File: src/rtl/output_ctrl_if.sv
// Sample-in / result-out handshake bundle of the FIR output controller.
// master: the side that supplies sums and consumes results (upstream tree + downstream sink).
// slave: the output controller itself.
//   sum_in / sum_valid        : signed accumulated sum from the tap adder tree
//   filter_out / out_valid    : FIFO head sample and its valid flag
//   out_ready                 : downstream accept for filter_out
interface output_ctrl_if #(
    parameter int IN_W  = 24,
    parameter int OUT_W = 8
);
    logic signed [IN_W-1:0]  sum_in;
    logic                    sum_valid;
    logic signed [OUT_W-1:0] filter_out;
    logic                    out_valid;
    logic                    out_ready;

    modport master (
        output sum_in,
        output sum_valid,
        output out_ready,
        input  filter_out,
        input  out_valid
    );

    modport slave (
        input  sum_in,
        input  sum_valid,
        input  out_ready,
        output filter_out,
        output out_valid
    );
endinterface

File: src/rtl/output_ctrl.sv
// Round/saturate FIR sums to sfix8_En7, buffer in a show-ahead FIFO, hand off over valid/ready.
// Latency: a sum presented in cycle 0 is at filter_out with out_valid in cycle 2 (FIFO empty, no bypass).
// Backpressure: out_ready low fills the DEPTH-entry FIFO; further samples are dropped and counted.
//
// Ports:
//   clk, reset      : clock, asynchronous active-high reset
//   clk_enable      : qualifies sum_valid at the capture stage only; read side keeps running
//   bus (slave)     : sum_in/sum_valid in, filter_out/out_valid out, out_ready in
//   overflow        : sticky, set by any saturation clamp
//   drop_cnt        : saturating count of samples lost to a full FIFO
//   fifo_level      : FIFO occupancy, 0..DEPTH
// Build option: define ROUND_CONVERGENT_EN for round-half-to-even; otherwise ties round toward +inf.
module output_ctrl #(
    parameter int IN_W     = 24,
    parameter int IN_FRAC  = 14,
    parameter int OUT_W    = 8,
    parameter int OUT_FRAC = 7,
    parameter int DEPTH    = 4
) (
    input  logic                       clk,
    input  logic                       reset,
    input  logic                       clk_enable,
    output_ctrl_if.slave               bus,
    output logic                       overflow,
    output logic [7:0]                 drop_cnt,
    output logic [$clog2(DEPTH):0]     fifo_level
);

    localparam int SH = IN_FRAC - OUT_FRAC;
    localparam int AW = $clog2(DEPTH);
    localparam int LW = AW + 1;

    localparam logic signed [IN_W:0] MAXV = (IN_W+1)'((2 ** (OUT_W - 1)) - 1);
    localparam logic signed [IN_W:0] MINV = ~MAXV;   // -2^(OUT_W-1)

`ifdef ROUND_CONVERGENT_EN
    localparam logic [SH-1:0] HALF = SH'(1) << (SH - 1);
`endif

    // ------------------------------------------------------------------
    // Rounding and saturation (combinational ahead of stage 1)
    // ------------------------------------------------------------------
    logic signed [IN_W:0]  ext;     // one guard bit so the rounding increment cannot wrap
    logic signed [IN_W:0]  trunc;
    logic signed [IN_W:0]  rnd;
    logic                  inc;
    logic [OUT_W-1:0]      sat;
    logic                  clip;
`ifdef ROUND_CONVERGENT_EN
    logic [SH-1:0]         rem;
`endif

    always_comb begin
        ext   = {bus.sum_in[IN_W-1], bus.sum_in};
        trunc = ext >>> SH;
`ifdef ROUND_CONVERGENT_EN
        // Exact tie only rounds up when the truncated result is odd.
        rem   = ext[SH-1:0];
        inc   = rem[SH-1] & ((rem != HALF) | trunc[0]);
`else
        // floor((x + half) / 2^SH) == floor(x / 2^SH) + (top discarded bit)
        inc   = ext[SH-1];
`endif
        rnd   = trunc + {{IN_W{1'b0}}, inc};
        clip  = 1'b0;
        sat   = rnd[OUT_W-1:0];
        if (rnd > MAXV) begin
            sat  = MAXV[OUT_W-1:0];
            clip = 1'b1;
        end else if (rnd < MINV) begin
            sat  = MINV[OUT_W-1:0];
            clip = 1'b1;
        end
    end

    // ------------------------------------------------------------------
    // Stage 1: capture rounded value
    // ------------------------------------------------------------------
    logic             s1_v;
    logic [OUT_W-1:0] s1_d;
    logic             capture;

    assign capture = clk_enable & bus.sum_valid;

    always_ff @(posedge clk or posedge reset) begin
        if (reset) begin
            s1_v     <= 1'b0;
            s1_d     <= '0;
            overflow <= 1'b0;
        end else begin
            s1_v <= capture;
            if (capture) begin
                s1_d <= sat;
                if (clip) begin
                    overflow <= 1'b1;
                end
            end
        end
    end

    // ------------------------------------------------------------------
    // Stage 2: show-ahead FIFO
    // ------------------------------------------------------------------
    logic [OUT_W-1:0] mem [DEPTH];
    logic [AW-1:0]    wr_ptr;
    logic [AW-1:0]    rd_ptr;
    logic             full;
    logic             pop;
    logic             do_push;
    logic             drop;

    assign full    = (fifo_level == LW'(DEPTH));
    assign pop     = bus.out_valid & bus.out_ready;
    // A full FIFO still accepts when the head leaves in the same cycle.
    assign do_push = s1_v & (~full | pop);
    assign drop    = s1_v & full & ~pop;

    always_ff @(posedge clk or posedge reset) begin
        if (reset) begin
            wr_ptr     <= '0;
            rd_ptr     <= '0;
            fifo_level <= '0;
            drop_cnt   <= '0;
            for (int i = 0; i < DEPTH; i++) begin
                mem[i] <= '0;
            end
        end else begin
            if (do_push) begin
                mem[wr_ptr] <= s1_d;
                wr_ptr      <= wr_ptr + AW'(1);
            end
            if (pop) begin
                rd_ptr <= rd_ptr + AW'(1);
            end
            case ({do_push, pop})
                2'b10:   fifo_level <= fifo_level + LW'(1);
                2'b01:   fifo_level <= fifo_level - LW'(1);
                default: fifo_level <= fifo_level;
            endcase
            if (drop && (drop_cnt != 8'hFF)) begin
                drop_cnt <= drop_cnt + 8'd1;
            end
        end
    end

    assign bus.filter_out = mem[rd_ptr];
    assign bus.out_valid  = (fifo_level != '0);

endmodule

File: src/flat_wrapper.sv
// flat-port wrapper written by rule: the top's interface ports become plain ports
module output_ctrl_flat 
#(
    parameter int IN_W     = 24,
    parameter int IN_FRAC  = 14,
    parameter int OUT_W    = 8,
    parameter int OUT_FRAC = 7,
    parameter int DEPTH    = 4
)
  (clk, reset, clk_enable, overflow, drop_cnt, fifo_level, bus_sum_in, bus_sum_valid, bus_out_ready, bus_filter_out, bus_out_valid);
  output_ctrl_if #(.IN_W(IN_W), .OUT_W(OUT_W)) bus_i ();
  input  logic clk;
  input  logic reset;
  input  logic clk_enable;
  output logic overflow;
  output logic [7:0] drop_cnt;
  output logic [$clog2(DEPTH):0] fifo_level;
  input wire logic [$bits(bus_i.sum_in)-1:0] bus_sum_in;
  input wire logic [$bits(bus_i.sum_valid)-1:0] bus_sum_valid;
  input wire logic [$bits(bus_i.out_ready)-1:0] bus_out_ready;
  output wire logic [$bits(bus_i.filter_out)-1:0] bus_filter_out;
  output wire logic [$bits(bus_i.out_valid)-1:0] bus_out_valid;
  assign bus_i.sum_in = bus_sum_in;
  assign bus_i.sum_valid = bus_sum_valid;
  assign bus_i.out_ready = bus_out_ready;
  assign bus_filter_out = bus_i.filter_out;
  assign bus_out_valid = bus_i.out_valid;
  output_ctrl #(.IN_W(IN_W), .IN_FRAC(IN_FRAC), .OUT_W(OUT_W), .OUT_FRAC(OUT_FRAC), .DEPTH(DEPTH)) u_core (.clk(clk), .reset(reset), .clk_enable(clk_enable), .bus(bus_i), .overflow(overflow), .drop_cnt(drop_cnt), .fifo_level(fifo_level));
endmodule
File: config.mk
export PLATFORM = sky130hd
export DESIGN_NAME = output_ctrl_flat
export DESIGN_NICKNAME = d
export VERILOG_FILES = /design/src/rtl/output_ctrl_if.sv /design/src/rtl/output_ctrl.sv /design/src/flat_wrapper.sv
export SDC_FILE = /design/constraint.sdc
export NUM_CORES = 1
export LEC_CHECK = 0
export BUFFER_PORTS_ARGS = -buffer_cell sky130_fd_sc_hd__buf_2
export CAP_MARGIN = 20
export CORE_MARGIN = 2
export CORE_UTILIZATION = 35
export CTS_BUF_LIST = sky130_fd_sc_hd__clkbuf_16
export DETAILED_ROUTE_END_ITERATION = 10
export PLACE_DENSITY = 0.56
export SYNTH_ARGS = -nofsm -noshare
export SYNTH_HDL_FRONTEND = slang
export SYNTH_SLANG_ARGS = --single-unit
File: constraint.sdc
create_clock -name clk -period 3.21 [get_ports clk]
set_input_delay 0.642 -clock clk [delete_from_list [all_inputs] [get_ports clk]]
set_output_delay 0.642 -clock clk [all_outputs]
set_load 0.02 [all_outputs]
==> impl_metrics.toml, run 1 <==
[run_status]
status = "finished, final reports clean"

[logic_synthesis]
synth_top_family_by_area = "multiplexers"
syn-cell-area_um2 = 3010
synth_edf_count = 0
synthTopCellsByArea = "dfrtp_1 (47%), mux2_2 (12%), mux4_2 (6.0%)"
yosys.area_share.simple_pct = 15.3
synth.distinct_cells = 46
avgSynthCellArea_um2 = 12.2
ys.flop_type = "dfrtp_1"
yosys.area.top_type_share_pct = 47.3
ys_async_sr_fraction_pct = 100
synth.most_common_cell = "dfrtp_1"
synth_xor_area_share_pct = 5.52
syn_nets = 285
ys_ff_latch = 57
synth_warnings = 0
synthTopCellsByCount = "dfrtp_1 (57), mux2_2 (33), nand2_1 (25), nand3_1 (15), xnor2_1 (12)"
synth_compound_gate_area_share_pct = 6.89
ys_seq_area_share_pct = 47.3
yosys.area.top_type = "dfrtp_1"
netlist_instances = 246
synth_fa_ha_area_share_pct = 4.40
muxShareOfSynthArea_pct = 18.6

[timing]
finalClockSkew_ps = 5.41
slew_viol_final = 0
rsz0062_at_grt = "no"
max_freq_mhz = 378
setup_viol = 0
worstMarginPinSlew_ps = 689
tns_ps = 0
period_needed_ps = 2650
fin_crit_sh_pct = 82.5
finalHoldViolCount = 0
relSlewSlack_pct = 54.1

[floorplanning]
initial_core_util_pct = 36.3
die_w_um = 96.8
die_h_um = 96.8
core_area_um2 = 8300
num_rows = 33
io_pins = 50
die-area_um2 = 9370

[worst_setup_path]
crit_cells = 9
r2r-end = "u_core.fifo_level[2]"
cp_max_fo = 8
path_class = "input port to flip-flop"
r2r_cells = 9
worst_path_max_delay_cell = "or4_2"
rrSetupSlack_ps = 940
critPathLaunchType = "input port"
arrival_ps = 2900
timing.critical_path.cells = "buf_2 -> ha_1 -> ha_1 -> nand2_1 -> a21oi_1 -> or4_2 -> a2111oi_4 -> nand3_1 -> nand4_1"
crit_family = "simple AND/OR/NAND/NOR gates"
slowest_delay_ps = 650
setup.worst_path.start = "bus_sum_in[6]"
path_buf_inv = 1
endpoint_kind = "flip-flop"
cpMostUsedCell = "ha_1"
required_ps = 3460
r2r_start = "u_core.fifo_level[0]"
crit_end = "u_core.s1_d[1]"

[final_layout]
nFillCells = 777
multiInputGateArea_um2 = 1530
syn2layout_area_growth_pct = 20.1
drive_gt1_share_pct = 36.8
n_antenna_cell = 0
finalNonFillerCells = 409
regArea_um2 = 1430
nets = 338

[power_and_ir_drop]
ir_drop_v = 0.000244
p_leak_nw = 1.60
power_density_nw_per_um2 = 827

[clock_tree]
clk_pin_slew_ps = 50
cts_setup_buffers = 0
cts_tree = "yes"
clk_path_buf_depth = 2
cts_resized = 0
htree_levels = 3
clock_latency_ps = 320
cts.sinks = 57
cts_buffers = 9
cts_root_buffer = "clkbuf_16"
cts.hold.buffers_added = 0

[placed_design]
hpwl_um = 4190
port_buffers = 43
place_congestion = 0.842
dp_cells = 393

[detailed_routing]
drc = 0
final_antenna_net_count = 0
routed_wl_um = 5780
viasPerCell = 5.13
dr.pass1.iters = 4
drt_iter0_markers = 58
vias = 2097
wl_per_cell_um = 14.1

[global_routing]
grt_antenna_before_repair = 0
grt_usage_pct = 13.6
grt_max_degree = 58
grt_pass1_vias = 2154
grt_first_pass_wirelength_um = 10300
grt-ovfl-total = 0

[min_path]
hold_path_class = "flip-flop to flip-flop"

[run]
max_cap_viol_count = 0
## worst reg2reg max path, cell delays in order (launching register included)
cell	delay [ps]
dfrtp_1	420
nor4b_1	440
nor2b_1	230
inv_1	100
ha_1	180
inv_1	60
fa_1	370
xor2_1	150
nor2_1	110
xor2_1	150
## state kept, by name (all words and copies together) (netlist names)
name	flops
u_core.drop_cnt	8
u_core.fifo_level	3
u_core.mem	32
u_core.overflow	1
u_core.rd_ptr	2
u_core.s1_d	8
u_core.s1_v	1
u_core.wr_ptr	2
## metrics by stage
step / area, µm² / power [mW] / util, % / setup slack [ps] / hold WS [ps]
global placement: 3360 / 2.20 / 40.5 / 248 / 477
CTS: 3620 / 3.04 / 43.6 / 552 / 492
finish: 3620 / 2.99 / 43.6 / 562 / 491
detailed placement: 3360 / 2.23 / 40.5 / 208 / 482
floorplan: 3010 / 1.93 / - / 591 / 474
global route: 3620 / 3.20 / 43.6 / 421 / 514
## worst min-delay path by stage
stage	start	endpoint	slack, ps	cells after the start
after global placement	u_core.drop_cnt[4]	u_core.drop_cnt[4]	480	1
after floorplan	u_core.mem[10]	u_core.mem[10]	470	1
after CTS	u_core.drop_cnt[4]	u_core.drop_cnt[4]	490	1
after detailed placement	u_core.drop_cnt[4]	u_core.drop_cnt[4]	480	1
after global routing	u_core.mem[15]	u_core.mem[15]	510	1
final	u_core.overflow	u_core.overflow	490	2
## logic make-up after synthesis
logic type      count (synthesis)
compound gates                 21
xor+xnor                       19
fa+ha+maj                      10
buf+inv                        14
flops                          57
mux                            42
simple gates                   83
## where the power goes
group	internal, mW	total (mW)	switching (mW)
combinational	0.524	0.988	0.464
clock	0.504	0.799	0.296
sequential	0.990	1.20	0.215
## area by class of cell
cell class / count / share of cell area, %
Tap cell: 105 / 3.63
Sequential cell: 57 / 39.4
Inverter: 10 / 1.04
Clock inverter: 7 / 0.830
Timing Repair Buffer: 46 / 6.57
Clock buffer: 9 / 6.23
Multi-Input combinational cell: 175 / 42.3
## cell usage in the layout, fill, tap and decap left out, types with 3 or more instances in the layout
master,netlist,layout
nand2_1,25,25
a22oi_1,5,5
buf_2,0,43
nor2_1,11,11
nand3_1,15,15
buf_4,0,3
mux4_2,8,8
xor2_1,7,7
ha_1,9,9
o21ai_0,3,3
xnor2_1,12,12
mux2_2,33,33
dfrtp_1,57,57
nand4_1,7,7
nor3_1,7,7
clkinv_2,0,3
clkbuf_16,0,9
inv_1,10,11
## per-layer routing
metal	wire, µm	vias up	global-route usage [%]
met1	2750	1017	18.3
met4	132	0	6.50
met5	0	-	0
li1	-	1016	-
met3	239	10	3.40
met2	2660	54	20.7
Power figures use the tool's default switching activity.
==> inputs of run 2 (changes only) <==
==> constraint.sdc (replaced) <==
create_clock -name clk -period 2.6 [get_ports clk]
set_input_delay 0.52 -clock clk [delete_from_list [all_inputs] [get_ports clk]]
set_output_delay 0.52 -clock clk [all_outputs]
set_load 0.02 [all_outputs]
==> impl_metrics.toml, run 2 (synthesis gave the netlist of run 1 again) <==
[timing]
hold_slack_ps = 273
finalHoldViolCount = 0
tns_ps = 0
relSlewSlack_pct = 60.2
setup_viol = 0
max_freq_mhz = 423
worstMarginPinSlew_ps = 596
slew_viol_final = 0
worst_slack_ps = 233
period_needed_ps = 2370
fin_crit_sh_pct = 91.0
rsz0062_at_grt = "no"
finalClockSkew_ps = 8.22

[clock_tree]
clk_path_buf_depth = 2
cts_buffers = 9
cts_root_buffer = "clkbuf_16"
cts_setup_buffers = 0
cts_tree = "yes"
clk_pin_slew_ps = 50
htree_levels = 3
cts.sinks = 57
clock_latency_ps = 310

[final_layout]
regArea_um2 = 1430
nets = 353
layout_commonest_cell = "dfrtp_1"
mostFrequentLayoutCells = "dfrtp_1 (57), buf_2 (43), mux2_2 (33), nand2_1 (25), buf_4 (18)"
finalNonFillerCells = 423
drive_gt1_share_pct = 40.3
multiInputGateArea_um2 = 1530
largestRegisters = "u_core.mem: 32 flops, u_core.drop_cnt: 8 flops, u_core.s1_d: 8 flops"
regMostFlops = "u_core.mem"
largest_reg_flops = 32
syn2layout_area_growth_pct = 24.6
n_antenna_cell = 0
nFillCells = 766

[placed_design]
dp_cells = 408
hpwl_um = 4490
port_buffers = 43
place_congestion = 0.841
pre_cts_slack_ps = -105

[floorplanning]
die_w_um = 96.8
initial_core_util_pct = 36.3
core_area_um2 = 8300
die-area_um2 = 9370
num_rows = 33
io_pins = 50
die_h_um = 96.8

[power_and_ir_drop]
ir_drop_v = 0.000493
power_density_nw_per_um2 = 1020
power_mw = 3.83
p_leak_nw = 1.69

[worst_setup_path]
path_class = "input port to flip-flop"
arrival_ps = 2550
cp_max_fo = 7
endpoint_kind = "flip-flop"
required_ps = 2780
critPathLaunchType = "input port"

[detailed_routing]
wl_per_cell_um = 14.2
final_antenna_net_count = 0
drt_iter0_markers = 87
vias = 2159
drc = 0
routed_wl_um = 6010
dr.pass1.iters = 4
viasPerCell = 5.10

[global_routing]
grt_max_degree = 30
grt_pass1_vias = 2181
grt_antenna_before_repair = 0
grt_usage_pct = 13.9
grt_first_pass_wirelength_um = 10500
grt-ovfl-total = 0

[run_status]
status = "finished, final reports clean"

[run]
max_cap_viol_count = 0

[min_path]
hold_path_class = "input port to async pin"
run 2: cell types whose count changed in the layout (fill, tap and decap cells not counted), sizes merged:
cell / delta
buf: +15
clkinv: -2
bufinv: +1
run 2: power breakdown:
group	switching, mW	internal (mW)
sequential	0.229	1.22
clock	0.363	0.721
combinational	0.626	0.666
run 2: routing by layer:
layer	vias up	wire length (µm)	track usage, %
li1	1054	-	-
met1	1044	2810	18.2
met2	49	2880	22.4
met3	12	204	2.67
met4	0	117	6.50
met5	-	0	0
run 2: cell type report:
cell class | instances | area share (%)
multi-input cells | 175 | 40.8
flip-flops and latches | 57 | 38.0
repair buffers | 61 | 9.33
clock buffers | 9 | 6.00
well taps | 105 | 3.50
clock inverters | 6 | 1.40
inverters | 10 | 1.00
run 2: worst max-delay path, stage by stage:
cell and delay [ps]:
buf_2 110, ha_1 190, ha_1 190, nand2_1 130
nor2_1 80, a2111oi_1 400, buf_4 180, o221ai_2 140
o311ai_4 320, buf_4 190, nand4_1 90
run 2: path summary, 6_finish.rpt:
check | start | endpoint | slack [ps] | depth (start not counted)
min in group clk | u_core.overflow | u_core.overflow | 480 | 2
worst min register to register | u_core.overflow | u_core.overflow | 480 | 2
worst max register to register | u_core.fifo_level[0] | u_core.fifo_level[2] | 480 | 9
worst max-delay path | bus_sum_in[6] | u_core.s1_d[1] | 230 | 11
max in group asynchronous | reset | u_core.mem[2] | 1640 | 3
worst min-delay path | reset | u_core.mem[25] | 270 | 2
run 2: repair_timing:
action	4_1_cts	5_1_grt
gates resized for setup	0	1
endpoints found under the setup margin	0	1
hold buffers	0	0
run 2: stage by stage:
step / area (µm²) / utilization (%)
2_1_floorplan: 3010 / -
5_1_grt: 3750 / 45.2
6_report: 3750 / 45.2
3_3_place_gp: 3470 / 41.9
3_5_place_dp: 3470 / 41.9
4_1_cts: 3750 / 45.2
